## config.mk

```make
export PLATFORM = sky130hd
export DESIGN_NAME = rf_param
export DESIGN_NICKNAME = d
export VERILOG_FILES = /design/src/rtl/rf_param.sv
export SDC_FILE = /design/constraint.sdc
export NUM_CORES = 1
export LEC_CHECK = 0
export BUFFER_PORTS_ARGS = -buffer_cell sky130_fd_sc_hd__clkbuf_2
export CORE_AREA = 2 2 210 212
export CTS_CLUSTER_SIZE = 25
export DETAILED_ROUTE_END_ITERATION = 10
export DIE_AREA = 0 0 212 214
export SYNTH_ARGS = -nofsm -noshare
export SYNTH_HDL_FRONTEND = slang
export SYNTH_SLANG_ARGS = --single-unit
```

## constraint.sdc

```tcl
create_clock -name clk -period 6.5 [get_ports clk]
set_clock_uncertainty 0.15 [all_clocks]
set_input_delay 0 -clock clk [delete_from_list [all_inputs] [get_ports clk]]
set_output_delay 0 -clock clk [all_outputs]
set_load 0.05 [all_outputs]
```

## src/rtl/rf_param.sv

```systemverilog
// rf_param: parametrised 2R/1W register file with registered reads,
// write bypass, post-reset clear sweep and a hlt-triggered dump port.
module rf_param #(
  parameter int WIDTH    = 16,
  parameter int DEPTH    = 16,
  parameter int ZERO_REG = 1,
  localparam int AW      = $clog2(DEPTH)
) (
  input  logic             clk,
  input  logic             rst_n,
  input  logic [AW-1:0]    p0_addr,
  input  logic [AW-1:0]    p1_addr,
  input  logic             re0,
  input  logic             re1,
  output logic [WIDTH-1:0] p0,
  output logic [WIDTH-1:0] p1,
  input  logic [AW-1:0]    dst_addr,
  input  logic [WIDTH-1:0] dst,
  input  logic             we,
  input  logic             hlt,
  output logic             ready,
  output logic             dump_valid,
  output logic [AW-1:0]    dump_addr,
  output logic [WIDTH-1:0] dump_data
);

  localparam bit ZR = (ZERO_REG != 0);
  localparam logic [AW-1:0] LAST  = AW'(DEPTH - 1);
  localparam logic [AW-1:0] FIRST = ZR ? AW'(1) : '0;

  typedef enum logic [1:0] {
    CLEAR,
    RUN,
    DUMP,
    HALTED
  } state_t;

  state_t state_q, state_d;
  logic [AW-1:0] ptr_q, ptr_d;
  logic hlt_q;
  logic hlt_edge;
  logic clearing;
  logic running;
  logic dumping;
  logic wr_acc;
  logic [WIDTH-1:0] rd0, rd1;
  logic [WIDTH-1:0] mem [DEPTH];

  assign hlt_edge = hlt && !hlt_q;
  assign clearing = (state_q == CLEAR);
  assign running  = (state_q == RUN);
  assign dumping  = (state_q == DUMP);
  assign wr_acc   = running && we && !(ZR && dst_addr == '0);

  // next-state and shared clear/dump pointer
  always_comb begin
    state_d = state_q;
    ptr_d   = ptr_q;
    unique case (state_q)
      CLEAR: begin
        ptr_d = ptr_q + AW'(1);
        if (ptr_q == LAST) state_d = RUN;
      end
      RUN: begin
        if (hlt_edge) begin
          state_d = DUMP;
          ptr_d   = FIRST;
        end
      end
      DUMP: begin
        ptr_d = ptr_q + AW'(1);
        if (ptr_q == LAST) state_d = HALTED;
      end
      HALTED: begin
        if (!hlt) state_d = RUN;
      end
      default: state_d = CLEAR;
    endcase
  end

  // state, pointer and halt-edge history
  always_ff @(posedge clk or negedge rst_n) begin
    if (!rst_n) begin
      state_q <= CLEAR;
      ptr_q   <= '0;
      hlt_q   <= 1'b0;
    end else begin
      state_q <= state_d;
      ptr_q   <= ptr_d;
      hlt_q   <= hlt;
    end
  end

  // storage: zeroed by the sweep, then written from writeback
  always_ff @(posedge clk) begin
    if (clearing) mem[ptr_q] <= '0;
    else if (wr_acc) mem[dst_addr] <= dst;
  end

  // port 0 read data with bypass of the accepted write
  always_comb begin
    rd0 = mem[p0_addr];
    if (wr_acc && dst_addr == p0_addr) rd0 = dst;
    if (clearing || (ZR && p0_addr == '0)) rd0 = '0;
  end

  // port 1 read data with bypass of the accepted write
  always_comb begin
    rd1 = mem[p1_addr];
    if (wr_acc && dst_addr == p1_addr) rd1 = dst;
    if (clearing || (ZR && p1_addr == '0)) rd1 = '0;
  end

  // registered read ports; a disabled port holds
  always_ff @(posedge clk or negedge rst_n) begin
    if (!rst_n) begin
      p0 <= '0;
      p1 <= '0;
    end else begin
      if (re0) p0 <= rd0;
      if (re1) p1 <= rd1;
    end
  end

  // ready flag and registered dump stream
  always_ff @(posedge clk or negedge rst_n) begin
    if (!rst_n) begin
      ready      <= 1'b0;
      dump_valid <= 1'b0;
      dump_addr  <= '0;
      dump_data  <= '0;
    end else begin
      if (clearing && ptr_q == LAST) ready <= 1'b1;
      dump_valid <= dumping;
      if (dumping) begin
        dump_addr <= ptr_q;
        dump_data <= mem[ptr_q];
      end
    end
  end

endmodule

```

==> results of run 1 <==
[cell families after synthesis]
group | count (synthesis) | share of synthesized area
AO/OA/AOI/OAI | 180 | 0.08204
adder cells (fa/ha/maj) | 5 | 0.003653
XOR/XNOR | 8 | 0.004091
flip-flops | 317 | 0.5379
multiplexers | 267 | 0.2510
buffers and inverters | 151 | 0.05106
AND/OR/NAND/NOR | 262 | 0.07020
[routing by layer]
layer	routed length (um)	vias up	track usage
met3	3938	131	0.03753
met2	25570	584	0.3787
met4	2269	0	0.09671
li1	-	4851	-
met5	0	-	0
met1	21080	5916	0.3170
[power groups by stage]
stage                     logic [mW]  clock network (mW)  registers, mW
after floorplan                 1.17                   0           2.98
after global routing            2.30                2.13           2.67
after CTS                       2.16                2.05           2.65
after global placement          2.10                   0           2.68
final                           2.16                2.03           2.65
after detailed placement        2.12                   0           2.68
[cell type report]
type	instances	area (um2)
Tap cell	585	732.0
Timing Repair Buffer	142	945.9
Multi-Input combinational cell	722	7084
Clock buffer	54	1020
Sequential cell	317	9219
Fill cell	3796	23550
Inverter	54	202.7
Clock inverter	9	131.4
[flip-flops by register name, indices dropped and copies added, names as in the netlist]
name and count:
dump_data 16, ready 1, mem 256, p0 16, p1 16, ptr_q 4
hlt_q 1, dump_valid 1, dump_addr 4, state_q 2
[cells in the final DEF (no fill, tap or decap), types with 7 or more instances in the layout]
cell type      synthesis  routed
a22oi_1               16      16
clkbuf_2               1      84
mux2i_1              131     131
o32ai_2               18      18
clkbuf_1              31      14
inv_1                 53      53
nor2_2                 0      16
dfrtp_1               61      59
xor2_1                 8       8
buf_4                 10      24
and3_1                31      31
edfxtp_1             256     256
and2_1                19      19
a211oi_1              30      30
mux4_2               124     124
nand2_1              132     132
o21ai_1               17      17
mux2_2                 7       7
o32ai_1               12      12
clkbuf_16              0      37
o22ai_1               65      65
nor2_1                52      36
dlygate4sd3_1          1      32
[metrics by stage]
step | total power, mW | util
detailed placement | 4.803 | 0.4161
CTS | 6.850 | 0.4508
floorplan | 4.146 | -
global placement | 4.784 | 0.4161
global route | 7.099 | 0.4508
finish | 6.832 | 0.4508
[timing repair]
item	CTS	global route
hold buffers	33	0
endpoints found under the hold margin	141	0
setup buffers	0	0
[how the worst max path moves through the flow]
| stage | slack [ps] | from | endpoint | depth (start not counted) |
|---|---|---|---|---|
| 2_1_floorplan | 3630 | state_q[1] | mem[11][0] | 7 |
| 3_3_place_gp | 3200 | state_q[0] | mem[10][7] | 7 |
| 3_5_place_dp | 3170 | state_q[0] | mem[10][5] | 7 |
| 4_1_cts | 3150 | state_q[0] | mem[10][3] | 7 |
| 5_1_grt | 2950 | state_q[0] | mem[10][3] | 7 |
| 6_report | 3120 | state_q[0] | mem[10][3] | 7 |
==> summary.txt, run 1 <==
Run
  • Max_cap viols: 0

Min path
  • Min-Delay Startpoint: hlt
  • WHS Endpoint: hlt_q
  • Worst Hold Class: in -> reg
  • Min-Delay Path Depth: 2

STA
  • Fin Setup TNS: 0 ps
  • Unrepaired setup endpoints after global routing: false
  • PnR worst setup slack: 3124 ps
  • Hold slack final: 57.26 ps
  • Setup violators final: 0
  • Max Clock Freq: 296.2 MHz
  • Worst-Margin Slew: 1353 ps
  • Slew Limit Fails: 0
  • Fin. Hold Viols: 0
  • Minimum clock period: 3376 ps
  • Tcrit/Tclk final: 0.5193
  • Relative slew slack: 0.09717

Routing
  • 1st-iter DRT viols: 1363
  • Post-DR vias/cell: 6.098
  • Final ANT Viol Nets: 0
  • Drc violations: 0
  • Total Wirelength: 52850 um
  • First drt pass iteration count: 6
  • DR vias: 11480
  • Per-cell routed wire length: 28.07 um

GRT
  • Global route overflow: 0
  • Initial antenna violation count: 1
  • First-pass GRT wire length: 77870 um
  • GRT Util Overall: 0.2350
  • Largest net degree at the start of global routing: 47
  • Vias in the first global route: 11630

Logic synthesis
  • Post-synth top flop: edfxtp_1
  • Synthesized area per cell: 14.39 um2
  • Synth area leader: edfxtp_1
  • Warnings, synthesis: 0
  • Post-synth top area share: 0.4488
  • Syn nets: 1229
  • Post-synth EDFFs: 256
  • Synth area leaders: edfxtp_1 45%, mux4_2 16%, dfrtp_1 8.9%, mux2i_1 7.7%, nand2_1 2.9%
  • Async set-reset flop share out of synthesis: 0.1924
  • Synth top cells by count: 256 x edfxtp_1, 132 x nand2_1, 131 x mux2i_1
  • Mapped Cells: 1190
  • Cell variety after synth: 58
  • Seq/Total Area, Yosys: 0.5380
  • Register bit count reported by yosys: 317
  • Synthesized area: 17130 um2
  • Leading cell type by number of instances after synthesis: edfxtp_1

Die
  • Die Area: 45370 um2
  • Die W: 212 um
  • Die height: 214 um
  • I/O Pins: 88
  • Core area: 42890 um2
  • Initial Util: 0.3994
  • Row count: 76

Worst setup path
  • CP cell instances: inv_1 > ha_1 > nor3_2 > buf_4 > nor3b_1 > a31oi_1 > nor2_2
  • CP endpoint kind: register
  • Top delay family on crit path: simple AND/OR/NAND/NOR gates
  • Crit-path max FO: 24
  • Crit path largest cell delay: 1090 ps
  • RR Endpoint: mem[10][3]
  • Reg2reg setup slack: 3120 ps
  • WS Path Type: reg -> reg
  • R2r startpoint: state_q[0]
  • Slowest stage cell, crit path: nor2_2
  • Bufs and invs on worst path: 2
  • Worst EP required: 6480 ps
  • FF-to-FF path depth: 7
  • Startpoint types: register
  • Arr. time, crit path: 3360 ps

Clocking
  • Worst-path clk slew: 60 ps
  • CTS H-Tree Depth: 2
  • Post-CTS sizing: 0
  • Worst-skew pair later-pin latency: 540 ps
  • CTS Buf Count: 35
  • Clock root buffer: clkbuf_16
  • CTS tree: built
  • Deepest clock path buffer count: 3
  • Clock Sink Count: 317

Pwr
  • Sequential power share: 0.388
  • Maximum vdd ir drop: 0.0002066 V
  • Psw: 2.417 mW
  • Logic pwr share: 0.316
  • Pwr/cell area: 353.4 nW/um2
  • Int Pwr: 4.415 mW
  • Sw Ratio: 0.3538
  • Leak Pwr: 7.196 nW
  • Clock power frac: 0.297

Final layout
  • Post-route cell area: 19330 um2
  • Nets: 1311
  • Layout area overhead: 12.89%
  • Share of layout cells above drive strength 1: 0.2589
  • Final std cells w/o fill: 1883
  • Diode count: 0

Run status
  • Status: finished clean

Placement
  • DP Worst Slack: 3167 ps
  • Placed Cells: 1787
  • Port Buffer Count: 87
  • Dpl hpwl: 34610 um
  • Routability cong.: 0.8780
  • Dpl cell area: 17840 um2
No activity file was read; power rests on OpenSTA's default activity.
==> run 2: changes to the inputs <==
--- a/config.mk
+++ b/config.mk
@@ -5,11 +5,12 @@
 export SDC_FILE = /design/constraint.sdc
 export NUM_CORES = 1
 export LEC_CHECK = 0
+export ABC_AREA = 1
 export BUFFER_PORTS_ARGS = -buffer_cell sky130_fd_sc_hd__clkbuf_2
-export CORE_AREA = 2 2 210 212
+export CORE_AREA = 2 2 220 222
 export CTS_CLUSTER_SIZE = 25
 export DETAILED_ROUTE_END_ITERATION = 10
-export DIE_AREA = 0 0 212 214
+export DIE_AREA = 0 0 222 224
 export SYNTH_ARGS = -nofsm -noshare
 export SYNTH_HDL_FRONTEND = slang
 export SYNTH_SLANG_ARGS = --single-unit
==> constraint.sdc (replaced) <==
create_clock -name clk -period 3.4 [get_ports clk]
set_clock_uncertainty 0.15 [all_clocks]
set_input_delay 0 -clock clk [delete_from_list [all_inputs] [get_ports clk]]
set_output_delay 0 -clock clk [all_outputs]
set_load 0.05 [all_outputs]
==> run 2 against run 1 <==
Net effect:
- die area grew 9.6%
- maximum frequency grew 5.4%
- non-clock buffer count grew 42
- cell count grew 70%
- clock-buffer cell count shrank 4
- critical path depth grew 5
- global-route usage grew 3.9 points
- largest cell class unchanged
- highest routed layer is now met5
==> summary.txt, run 2 <==
Worst setup path
  • WS Path Type: reg -> reg
  • Worst EP required: 3750 ps
  • Arr. time, crit path: 3550 ps
  • Crit-path max FO: 16
  • CP endpoint kind: register
  • Startpoint types: register

Logic synthesis
  • Warnings, synthesis: 0
  • Post-synth top flop: edfxtp_1
  • Register bit count reported by yosys: 317
  • Syn nets: 2519
  • Post-synth EDFFs: 256
  • Synth area leaders: edfxtp_1 41%, nand2_1 18%, nand3_1 9.1%, dfrtp_1 8.2%, nor2_1 5.9%
  • Cell variety after synth: 28
  • Synth top cells by count: 893 x nand2_1, 338 x nand3_1, 294 x nor2_1
  • Synth area leader: edfxtp_1
  • Post-synth top area share: 0.4119
  • Synthesized area per cell: 7.525 um2
  • Leading cell type by number of instances after synthesis: nand2_1
  • Seq/Total Area, Yosys: 0.4937
  • Async set-reset flop share out of synthesis: 0.1924
  • Mapped Cells: 2480
  • Synthesized area: 18660 um2

Die
  • Die W: 222 um
  • Row count: 80
  • Initial Util: 0.3942
  • Die Area: 49730 um2
  • Core area: 47350 um2
  • I/O Pins: 88
  • Die height: 224 um

Final layout
  • Most common cell after layout, fill and taps aside: nand2_1
  • Share of layout cells above drive strength 1: 0.09779
  • Area occupied by multi-input gates: 7949 um2
  • Largest Register: mem
  • Max reg flops: 256
  • Diode count: 0
  • Flip-flop and latch area: 9221 um2
  • Most frequent cells in the layout: 893 x nand2_1, 338 x nand3_1, 281 x nor2_1
  • Layout area overhead: 14.25%
  • Layout fillers: 4600
  • Nets: 2585

Clocking
  • CTS tree: built
  • Clock Sink Count: 317
  • Post-CTS sizing: 0
  • CTS Buf Count: 39
  • CTS H-Tree Depth: 2
  • Clock root buffer: clkbuf_16
  • Worst-path clk slew: 60 ps
  • Worst-skew pair later-pin latency: 570 ps
  • Deepest clock path buffer count: 3

STA
  • Tcrit/Tclk final: 0.9418
  • Minimum clock period: 3202 ps
  • Max Clock Freq: 312.3 MHz
  • Worst-Margin Slew: 1061 ps
  • Fin Setup TNS: 0 ps
  • PnR worst setup slack: 197.7 ps
  • Setup violators final: 0
  • Slew Limit Fails: 0
  • Fin. Hold Viols: 0
  • Relative slew slack: 0.2926
  • Unrepaired setup endpoints after global routing: false

GRT
  • GRT Util Overall: 0.2744
  • Largest net degree at the start of global routing: 114
  • First-pass GRT wire length: 104000 um
  • Vias in the first global route: 16780
  • Initial antenna violation count: 2
  • Global route overflow: 0

Pwr
  • Total Power: 14.83 mW
  • Maximum vdd ir drop: 0.0003503 V
  • Pwr/cell area: 695.4 nW/um2
  • Leak Pwr: 9.591 nW

Routing
  • Top sig layer: met5
  • Post-DR vias/cell: 5.645
  • First drt pass iteration count: 6
  • 1st-iter DRT viols: 2560
  • Wire length on met2: 29490 um
  • DR vias: 18020
  • Total Wirelength: 68780 um
  • Drc violations: 0
  • Per-cell routed wire length: 21.55 um
  • WL met3: 8319 um
  • Final ANT Viol Nets: 0
  • Metal1 wirelength: 28740 um

Placement
  • Port Buffer Count: 87
  • Dpl hpwl: 44740 um
  • DP Worst Slack: 615.0 ps
  • Routability cong.: 0.9160

Run status
  • Status: finished clean

Min path
  • Worst Hold Class: in -> reg

Run
  • Max_cap viols: 0
## run 2: cell types whose count changed after synthesis, moves of 131 or more
cell | before | now
mux2i_1 | 131 | 0
nand3_1 | 2 | 338
o211ai_1 | 0 | 133
inv_1 | 53 | 208
nor2_1 | 52 | 294
nand2_1 | 132 | 893
## run 2: layer usage
metal	vias to the layer above	GRT usage
met3	177	0.05312
li1	8249	-
met1	8390	0.3937
met2	1200	0.4155
met4	4	0.09220
met5	-	0
## run 2: final timing paths
kind | depth (start not counted) | start | slack [ps] | end
worst max-delay path | 12 | state_q[1] | 200 | p1[9]
worst min-delay path | 6 | p0_addr[2] | 50 | p0[10]
worst max register to register | 12 | state_q[1] | 200 | p1[9]
worst min register to register | 2 | p1[8] | 330 | p1[8]
max in group asynchronous | 4 | rst_n | 770 | p0[7]
min in group asynchronous | 3 | rst_n | 430 | dump_addr[3]
## run 2: area by class of cell
type	instances	share of cell area
well taps	615	0.03609
repair buffers	184	0.06085
clock inverters	22	0.01080
clock buffers	50	0.04912
flip-flops and latches	317	0.4325
inverters	215	0.03785
multi-input cells	1789	0.3728
## run 2: stage by stage
stage / instances / instance area [um2] / util / hold WS [ps]
floorplan: 2480 / 18660 / - / -445.6
finish: 3192 / 21320 / 0.4503 / 54.53
global placement: 3091 / 19750 / 0.4172 / 0.4691
detailed placement: 3091 / 19750 / 0.4172 / 2.010
global route: 3192 / 21320 / 0.4503 / 64.66
CTS: 3192 / 21320 / 0.4503 / 10.10
## run 2: cells by family (layout without fill, tap and decap cells)
kind of cell / count (synthesis) / count (layout) / share of synthesized area
AND/OR/NAND/NOR: 1536 / 1536 / 0.3347
buffers and inverters: 374 / 471 / 0.08226
flip-flops: 317 / 317 / 0.4937
AO/OA/AOI/OAI: 246 / 246 / 0.08508
adder cells (fa/ha/maj): 5 / 5 / 0.003352
XOR/XNOR: 2 / 2 / 0.0009388
## run 2: what timing repair did
action	CTS	global route
endpoints found under the hold margin	356	0
buffers inserted	0	0
hold buffers	29	0
## run 2: critical path: stages, from the launching register on
cell           delay [ps]
dfrtp_1               400
inv_1                 110
ha_1                  200
nand2_1               100
a21oi_4               230
nand2_1               130
nor2_4                400
nor2_1                110
nand2_1               100
nand2_1                50
dlygate4sd3_1         550
nand2_1                60
dlygate4sd3_1         540
## run 2: power by group
group          switching (mW)  leakage [nW]  internal, mW
logic                    4.11          5.86          1.42
clock network            1.72         0.618          2.49
registers               0.306          3.12          4.77
==> run 3: changes to the inputs <==
--- a/config.mk
+++ b/config.mk
@@ -7,10 +7,10 @@
 export LEC_CHECK = 0
 export ABC_AREA = 1
 export BUFFER_PORTS_ARGS = -buffer_cell sky130_fd_sc_hd__clkbuf_2
-export CORE_AREA = 2 2 220 222
+export CORE_AREA = 2 2 231 210
 export CTS_CLUSTER_SIZE = 25
 export DETAILED_ROUTE_END_ITERATION = 10
-export DIE_AREA = 0 0 222 224
+export DIE_AREA = 0 0 233 212
 export SYNTH_ARGS = -nofsm -noshare
 export SYNTH_HDL_FRONTEND = slang
 export SYNTH_SLANG_ARGS = --single-unit
==> run 3 against run 2 <==
Net effect:
- combinational power grew 0.9%
- flip-flop and latch count unchanged
- global-route usage increased by 1.5 points
- via count rose by 1.4%
- setup slack improved by 220 ps
- core utilization increased by 0.11 points
- largest power group unchanged
==> summary.txt, run 3 (synthesis gave the netlist of run 2 again) <==
Die
  • Die Area: 49400 um2
  • Die height: 212 um
  • Row count: 76
  • Initial Util: 0.3949
  • I/O Pins: 88
  • Die W: 233 um
  • Core area: 47260 um2

STA
  • Worst-Margin Slew: 991.5 ps
  • Tcrit/Tclk final: 0.8784
  • Hold slack final: 2.776 ps
  • Relative slew slack: 0.3390
  • Fin. Hold Viols: 0
  • Unrepaired setup endpoints after global routing: false
  • Fin Setup TNS: 0 ps
  • Slew Limit Fails: 0
  • Minimum clock period: 2987 ps
  • PnR worst setup slack: 413.4 ps
  • Max Clock Freq: 334.8 MHz
  • Setup violators final: 0

Worst setup path
  • Reg2reg setup slack: 410 ps
  • Startpoint types: register
  • FF-to-FF path depth: 9
  • CP endpoint kind: register
  • RR Endpoint: mem[6][15]
  • Worst EP required: 3510 ps
  • R2r startpoint: state_q[1]
  • Arr. time, crit path: 3100 ps
  • Crit-path max FO: 28
  • WS Path Type: reg -> reg

Pwr
  • Maximum vdd ir drop: 0.0003625 V
  • Psw: 6.214 mW
  • Clock power frac: 0.281
  • Sequential power share: 0.345
  • Sw Ratio: 0.4165
  • Logic pwr share: 0.374
  • Int Pwr: 8.704 mW
  • Total Power: 14.92 mW
  • Pwr/cell area: 699.2 nW/um2
  • Leak Pwr: 9.595 nW

Final layout
  • Diode count: 0
  • Most frequent cells in the layout: 893 x nand2_1, 338 x nand3_1, 278 x nor2_1
  • Layout area overhead: 14.32%
  • Post-route cell area: 21340 um2
  • Final core occ: 0.4514
  • Largest Register: mem
  • Nets: 2583
  • Final std cells w/o fill: 3197
  • Most common cell after layout, fill and taps aside: nand2_1
  • Share of layout cells above drive strength 1: 0.09794
  • Max reg flops: 256

Placement
  • Dpl hpwl: 44940 um
  • Dpl cell area: 19800 um2
  • DP Worst Slack: 504.1 ps
  • Routability cong.: 0.9480
  • Port Buffer Count: 87
  • Placed Cells: 3101

Min path
  • Worst Hold Class: in -> async

Run status
  • Status: finished clean

Routing
  • Per-cell routed wire length: 22.35 um
  • Drc violations: 0
  • Total Wirelength: 71440 um
  • Post-DR vias/cell: 5.718
  • 1st-iter DRT viols: 2706
  • DR vias: 18280
  • Final ANT Viol Nets: 0
  • First drt pass iteration count: 8

Clocking
  • Worst-skew pair later-pin latency: 570 ps
  • Clock root buffer: clkbuf_16
  • Deepest clock path buffer count: 3
  • Clock Sink Count: 317
  • Post-CTS setup buffers: 0
  • CTS tree: built
  • CTS Buf Count: 38
  • Worst-path clk slew: 60 ps
  • CTS H-Tree Depth: 2

GRT
  • Largest net degree at the start of global routing: 178
  • GRT Util Overall: 0.2890
  • Global route overflow: 0
  • Vias in the first global route: 17110
  • Initial antenna violation count: 1
  • First-pass GRT wire length: 106100 um

Run
  • Max_cap viols: 0
## run 3: changes by cell type in the layout (fill, tap and decap cells not counted), moves of 3 or more
cell and change:
clkbuf_1 +4, clkbuf_8 +3, clkinv_1 -3, inv_6 -3
nor2_1 -3, nor2_2 +3
## run 3: layout make-up
cell class	count	area, um2
fill	4622	25920
sequential	317	9221
multi-input combinational	1789	7956
timing repair buffer	183	1306
clock buffer	58	1129
inverter	215	807.0
tap	624	780.7
clock inverter	11	135.1
## run 3: repair_timing
action,4_1_cts,5_1_grt
resized for setup,0,0
hold endpoints to repair,356,0
hold buffers,27,0
## run 3: layer usage
| layer | vias up | track usage | share of wire | routed length, um |
|---|---|---|---|---|
| li1 | 8244 | - | - | - |
| met1 | 8572 | 0.4147 | 0.42 | 30350 |
| met2 | 1237 | 0.4165 | 0.41 | 29180 |
| met3 | 224 | 0.06961 | 0.13 | 9134 |
| met4 | 2 | 0.1188 | 0.039 | 2769 |
| met5 | - | 0 | 0.00018 | 13 |
## run 3: how the worst max path moves through the flow
| stage | start | end | cells past startpoint |
|---|---|---|---|
| 2_1_floorplan | state_q[1] | mem[12][0] | 9 |
| 3_5_place_dp | state_q[1] | mem[6][15] | 9 |
| 6_report | state_q[1] | mem[6][15] | 9 |
| 3_3_place_gp | state_q[1] | mem[15][11] | 11 |
| 5_1_grt | state_q[1] | mem[6][15] | 9 |
| 4_1_cts | state_q[1] | mem[6][15] | 9 |
## run 3: power by group through the flow
stage | registers [mW] | logic, mW | clock network, mW
floorplan | 5.79 | 3.00 | 0
global placement | 5.20 | 5.33 | 0
detailed placement | 5.22 | 5.40 | 0
CTS | 5.14 | 5.46 | 4.26
global route | 5.20 | 6.03 | 4.40
finish | 5.15 | 5.58 | 4.19
## run 3: critical path, stage by stage, from the launching register on
cell	delay [ps]
dfrtp_1	400
inv_1	110
ha_1	200
nand2_1	110
a21oi_4	240
nand2_4	250
o21ai_1	290
nand3_1	310
nor2_2	410
buf_12	200
